$ cat src/rtl/alu_writeback_pkg.sv
// alu_writeback_pkg: shared ALU types, flag/condition encodings and op classification
package alu_writeback_pkg;
  typedef logic [31:0] t_reg;
  typedef enum logic [3:0] {
    OP_ADD, OP_ADDC, OP_SUB, OP_SUBC, OP_AND, OP_OR, OP_XOR, OP_SHL,
    OP_SHR, OP_MOV, OP_COMP, OP_BIT, OP_TEST
  } t_alu_op;
  typedef struct packed {
    logic c;
    logic z;
    logic n;
    logic v;
  } t_flags;
  typedef enum logic [3:0] {
    CC_AL, CC_EQ, CC_NE, CC_CS, CC_CC, CC_MI, CC_PL, CC_VS,
    CC_VC, CC_HI, CC_LS, CC_GE, CC_LT, CC_GT, CC_LE, CC_NV
  } t_cond_code;
  function automatic logic alu_op_writes(t_alu_op op);
    return !(op inside {OP_COMP, OP_BIT, OP_TEST});
  endfunction
endpackage

$ cat src/rtl/alu_writeback_cond_eval.sv
// alu_writeback_cond_eval: combinational branch condition check against status flags
module alu_writeback_cond_eval
  import alu_writeback_pkg::*;
(
  input  t_flags     flags,
  input  t_cond_code cond,
  output logic       cond_true
);
  always_comb begin
    cond_true = 1'b0;
    case (cond)
      CC_AL: cond_true = 1'b1;
      CC_EQ: cond_true = flags.z;
      CC_NE: cond_true = ~flags.z;
      CC_CS: cond_true = flags.c;
      CC_CC: cond_true = ~flags.c;
      CC_MI: cond_true = flags.n;
      CC_PL: cond_true = ~flags.n;
      CC_VS: cond_true = flags.v;
      CC_VC: cond_true = ~flags.v;
      CC_HI: cond_true = ~flags.c & ~flags.z;
      CC_LS: cond_true = flags.c | flags.z;
      CC_GE: cond_true = flags.n == flags.v;
      CC_LT: cond_true = flags.n != flags.v;
      CC_GT: cond_true = ~flags.z & (flags.n == flags.v);
      CC_LE: cond_true = flags.z | (flags.n != flags.v);
      CC_NV: cond_true = 1'b0;
      default: cond_true = 1'b0;
    endcase
  end
endmodule

$ cat src/rtl/alu_writeback.sv
// alu_writeback: one-entry ALU result buffer driving the register-file write port and owning C/Z/N/V
module alu_writeback
  import alu_writeback_pkg::*;
#(
  parameter int         REG_INDEX_WIDTH = 4,
  parameter logic [3:0] FLAGS_RESET     = 4'b0000
) (
  input  logic                       clock,
  input  logic                       reset_n,
  input  logic                       in_valid,
  output logic                       in_ready,
  input  t_alu_op                    in_op,
  input  logic [REG_INDEX_WIDTH-1:0] in_dest,
  input  t_reg                       in_result,
  input  logic                       in_carry,
  input  logic                       in_zero,
  input  logic                       in_neg,
  input  logic                       in_over,
  input  logic                       flush,
  output logic                       wr_en,
  input  logic                       wr_ready,
  output logic [REG_INDEX_WIDTH-1:0] wr_index,
  output t_reg                       wr_data,
  output logic                       carry_flag,
  output logic [3:0]                 flags,
  input  logic [3:0]                 cond,
  output logic                       cond_true,
  output logic                       fwd_valid,
  output logic [REG_INDEX_WIDTH-1:0] fwd_index,
  output t_reg                       fwd_data
);
  logic                       full_q, full_d;
  logic [REG_INDEX_WIDTH-1:0] idx_q, idx_d;
  t_reg                       data_q, data_d;
  t_flags                     flags_q, flags_d;
  logic                       writes, retire, accept, load;
  always_comb begin
    writes   = alu_op_writes(in_op);
    wr_en    = full_q & ~flush;
    retire   = wr_en & wr_ready;
    in_ready = ~full_q | retire | ~writes;
    accept   = in_valid & in_ready & ~flush;
    load     = accept & writes;
    full_d   = flush ? 1'b0 : load ? 1'b1 : retire ? 1'b0 : full_q;
    idx_d    = load ? in_dest : idx_q;
    data_d   = load ? in_result : data_q;
    flags_d  = accept ? t_flags'({in_carry, in_zero, in_neg, in_over}) : flags_q;
  end
  always_ff @(posedge clock or negedge reset_n)
    if (!reset_n) begin
      full_q  <= 1'b0;
      idx_q   <= '0;
      data_q  <= '0;
      flags_q <= t_flags'(FLAGS_RESET);
    end else begin
      full_q  <= full_d;
      idx_q   <= idx_d;
      data_q  <= data_d;
      flags_q <= flags_d;
    end
  assign wr_index   = idx_q;
  assign wr_data    = data_q;
  assign carry_flag = flags_q.c;
  assign flags      = flags_q;
  assign fwd_valid  = full_q;
  assign fwd_index  = idx_q;
  assign fwd_data   = data_q;
  alu_writeback_cond_eval u_cond (
    .flags    (flags_q),
    .cond     (t_cond_code'(cond)),
    .cond_true(cond_true)
  );
endmodule

$ cat config.mk
export PLATFORM = sky130hd
export DESIGN_NAME = alu_writeback
export DESIGN_NICKNAME = d
export VERILOG_FILES = /design/src/rtl/alu_writeback_pkg.sv /design/src/rtl/alu_writeback_cond_eval.sv /design/src/rtl/alu_writeback.sv
export SDC_FILE = /design/constraint.sdc
export NUM_CORES = 1
export LEC_CHECK = 0
export BUFFER_PORTS_ARGS = -buffer_cell sky130_fd_sc_hd__buf_2
export CAP_MARGIN = 20
export CORE_ASPECT_RATIO = 1.75
export CORE_UTILIZATION = 39
export DETAILED_ROUTE_END_ITERATION = 6
export GPL_ROUTABILITY_DRIVEN = 0
export PLACE_DENSITY = 0.88
export SLEW_MARGIN = 40
export SYNTH_ARGS = -nofsm -noshare
export SYNTH_HDL_FRONTEND = slang
export SYNTH_SLANG_ARGS = --single-unit
$ cat constraint.sdc
create_clock -name clock -period 1.33 [get_ports clock]
set_input_delay 0.1995 -clock clock [delete_from_list [all_inputs] [get_ports clock]]
set_output_delay 0.1995 -clock clock [all_outputs]
set_load 0.02 [all_outputs]
Word-level counts from Yosys, hierarchy flattened --
Cells that the tools add are included.
Word-level totals: register bits 41, input bits 53, output and inout port bits 81
Operators by class: equality and inequality tests 20, muxes and demuxes 4, bitwise gates (word level) 17, reduce and logical (&&, ||, !) cells 4
Operators with widths (number):
- $eq 4x4->1 const B | 11
- $eq 4x3->1 const B | 4
- $pmux 1 s16 | 1
- $eq 4x2->1 const B | 2
- $and 1x1->1 | 7
- $not 1->1 | 6
- $reduce_bool 3->1 | 2
- $eq 4x1->1 const B | 1
- $logic_not 4->1 | 1
- $or 1x1->1 | 4
- $mux 1 | 3
- $eq 1x1->1 | 1
- $logic_not 1->1 | 1
- $ne 1x1->1 | 1

Longest topological paths before layout --
depth in word-level cells 10, gate-level depth with buffers 6, gate-level depth less buffers 4

By module --
Synthesis repeated with hierarchy kept, for this count alone.
Unflattened totals: cells, all modules 165, area total of the unflattened synthesis 2223.4 sq um
Modules (own cells, without submodules):
- alu_writeback | instances 1, cells each 133, area each 1990.7 sq um
- alu_writeback_cond_eval | instances 1, cells each 32, area each 232.7 sq um

Least setup slack after synthesis --
No wires, ideal clock.
path kind flip-flop to output port, start register flags_q (netlist bit flags[0]), end output port cond_true, arrival 1.489 ns, data required time 1.131 ns, path slack -0.359 ns, stages on the path, launching flop included 6, cell sequence dfrtp_1 -> buf_2 -> xnor2_1 -> a41oi_1 -> mux2i_1 -> o32a_1
Between the ends: longest elaborated chain between the ends 3, elaborated cells on any way between the ends 6, classes of those cells eq/ne (2); mux (1); bitwise (3)
Ends and longest elaborated chain:
- start, declared | RTL line alu_writeback.sv:35 | t_flags flags_q, flags_d;
- start signal, assigned | RTL line alu_writeback.sv:54 | flags_q <= t_flags'(FLAGS_RESET);
- start signal, assigned | RTL line alu_writeback.sv:59 | flags_q <= flags_d;
- $ne 1x1->1 / $eq 1x1->1 (equally long branches)
- $or 1x1->1 / $and 1x1->1 (equally long branches) | RTL line alu_writeback_cond_eval.sv:26, alu_writeback_cond_eval.sv:25
- $pmux 1 s16 * | RTL line alu_writeback_cond_eval.sv:11 | case (cond)
- end, declared | RTL line alu_writeback.sv:27 | output logic cond_true,
Mark *: on every way between the ends. The rest lies on a longest branch, timed or not.

Worst setup path after layout --
Same ends and word-level chain as after synthesis.

==> metrics.cfg <==
[sta]
hold_violations = 0
slew_headroom_pct = 81.7
fmax_mhz = 541
setup_slack_ps = -518
period_share_pct = 139
slew_viol_final = 0
worst_pin_slew_ps = 270
rsz0062_at_grt = true
fin_crit_ps = 1850
setup_viol = 43
fin_hold_ws_ps = 137
fin_skew_ps = 2.03

[global_route]
grt_antenna_before_repair = 0
grt_pass1_wl_mm = 7.02
grt_max_degree = 42
grt.total_usage_pct = 16.0
grt_pass1_vias = 1534
overflow = 0

[synth]
synth_cell_types = 30
postSynthCellCount = 158
yosys_warnings = 0
synth_commonest_cells = dfrtp_1 (41), buf_4 (37), mux2_4 (29), mux2_2 (12), mux2i_1 (4)
syn_avg_cell_area_um2 = 13.7
syn_nets = 211
yosysTopAreaCellShare_pct = 47.4
ys_seq_area_share_pct = 47.4
synth_edf_count = 0
synth-adder-area-share_pct = 0
synth_area_um2 = 2170
post-synth-top-count-cell = dfrtp_1
synthXorXnorAreaFrac_pct = 0.404
synth-simple-area-share_pct = 3.64
synth-compound-area-share_pct = 4.68
synthTopCellsByArea = dfrtp_1 (47%), mux2_4 (20%), buf_4 (13%)
async_flop_share_pct = 100
synth_seq_cells = 41
synth_flop_cell = dfrtp_1
synth_top_area_cell = dfrtp_1
synthMuxAreaShare_pct = 28.2
synth_top_family_by_area = multiplexers

[worst_hold_path]
min_from = in_result[6]
hp-class = primary input to register

[layout]
syn_to_final_growth_pct = 44.2
final_net_count = 333
final_util_pct = 58.9
drive_gt1_share_pct = 77.2
fill_cells = 450
antenna_cells = 0

[clocking]
clock_latency_ps = 290
clock-sinks = 41
cts_buffers = 5
clk_pin_slew_ps = 80
clk_path_buf_depth = 2
cts_htree_levels = 2
cts_root_buf = clkbuf_8
cts_tree = yes

[detailed_routing]
drt-wirelength-per-cell_um = 13.8
drt-initial-drc-count = 45
drc_errors = 0
final_antenna_net_count = 0
vias_per_cell = 4.52
drt_pass1_iterations = 4
via_count = 1606
routed_wl_mm = 4.88

[floorplanning]
die_h_um = 101
ios = 134
start_util_pct = 40.9
rows = 35
fp.dieArea_um2 = 5870
die_w_um = 58.3
core-area_um2 = 5300

[placement]
io_buffers = 133
place_hpwl_mm = 3.37

[run_status]
outcome = finished, violations left
violations = negative setup slack

[critical_path]
cp-start-kind = register
path_cells = xnor2_2 > a41oi_2 > mux2i_1 > o32a_1 > buf_6
cpPeakStageDelay_ps = 460
path_class = register to output port
worstPathMaxFanout = 6
endpoint_kind = output port
reg2reg_slack_ps = -150
crit_slowest_cell = dfrtp_2
crit_arrival_ps = 1650
worstSetupStartpoint = flags[0]
timing.rr.start = fwd_valid
crit_required_ps = 1130

[pwr]
p_leak_nw = 1.69
p_per_area_nw_per_um2 = 1490
vdd_drop_max_mv = 1.03
finalPower_mw = 4.66

[job]
maxCapViolations = 0

-- cell type report --
class                      count  area [µm²]  area share, %
clock inverter                 2        37.5           1.20
multi-input combinational     70         848           27.2
timing repair buffer         159        1020           32.7
clock buffer                   6        82.6           2.64
sequential                    41        1030           32.9
inverter                       3        11.3          0.361
tap                           74        92.6           2.96
-- kinds of logic (layout without fill, tap and decap cells) --
group | count (synthesis) | count (layout)
xor+xnor | 1 | 1
simple gates | 11 | 11
buf+inv | 47 | 170
flops | 41 | 41
mux | 45 | 45
compound gates | 13 | 13
-- stage by stage --
stage	area [µm²]	cells	setup TNS, ps	setup WS (ps)
after floorplan	2190	158	-1130	-228
after global placement	2740	337	-7370	-265
after detailed placement	2740	337	-8740	-262
after CTS	3030	351	-2080	-534
after global routing	3120	355	-6240	-585
final	3120	355	-4160	-518
-- placed cells by master (no fill, tap or decap), types with 2 or more instances in the layout --
cell         n
buf_4       14
clkbuf_16    2
clkbuf_8     6
buf_6        5
buf_16       2
dfrtp_1     39
inv_1        3
mux2_4      34
nand2b_1     2
mux2i_1      4
o21ai_1      2
buf_12       4
mux2_2       7
dfrtp_2      2
buf_2      130
-- critical path, delay by kind of cell (launching register included) --
family,cells,cell delay [ps]
flip-flops,1,460
AO/OA/AOI/OAI,2,430
XOR/XNOR,1,190
multiplexers,1,140
buffers and inverters,1,140
-- routing by layer --
layer	vias to the layer above	wire [µm]	track usage [%]
met2	80	2700	28.1
li1	753	-	-
met5	-	0	0
met1	768	1830	18.5
met4	0	60	5.86
met3	5	300	3.72
-- registers in the layout (all words and copies together), names as in the netlist --
register / flops
fwd_data: 32
carry_flag: 1
flags: 3
fwd_valid: 1
fwd_index: 4
-- worst paths after layout --
path,to,depth (start not counted)
setup / recovery,cond_true,5
hold / removal,fwd_data[6],2
setup reg to reg,fwd_data[17],6
hold reg to reg,fwd_data[26],1
max in group asynchronous,flags[0],3
min in group asynchronous,fwd_data[10],3
-- report_power, final --
| group | leakage (nW) | total [mW] | switching [mW] | internal (mW) |
|---|---|---|---|---|
| Combinational | 1.15 | 1.93 | 1.04 | 0.888 |
| Clock | 0.0574 | 1.03 | 0.423 | 0.610 |
| Sequential | 0.481 | 1.70 | 0.202 | 1.50 |
| Total | 1.69 | 4.66 | 1.67 | 2.99 |
-- what timing repair did --
item / CTS / global route
gates cloned: 2 / 2
pin swaps: 2 / 1
setup buffers: 3 / 2
hold endpoints to repair: 41 / 0
resized for setup: 19 / 3
hold buffers: 1 / 0
endpoints found under the setup margin: 40 / 43
(Power assumes the default switching activity.)
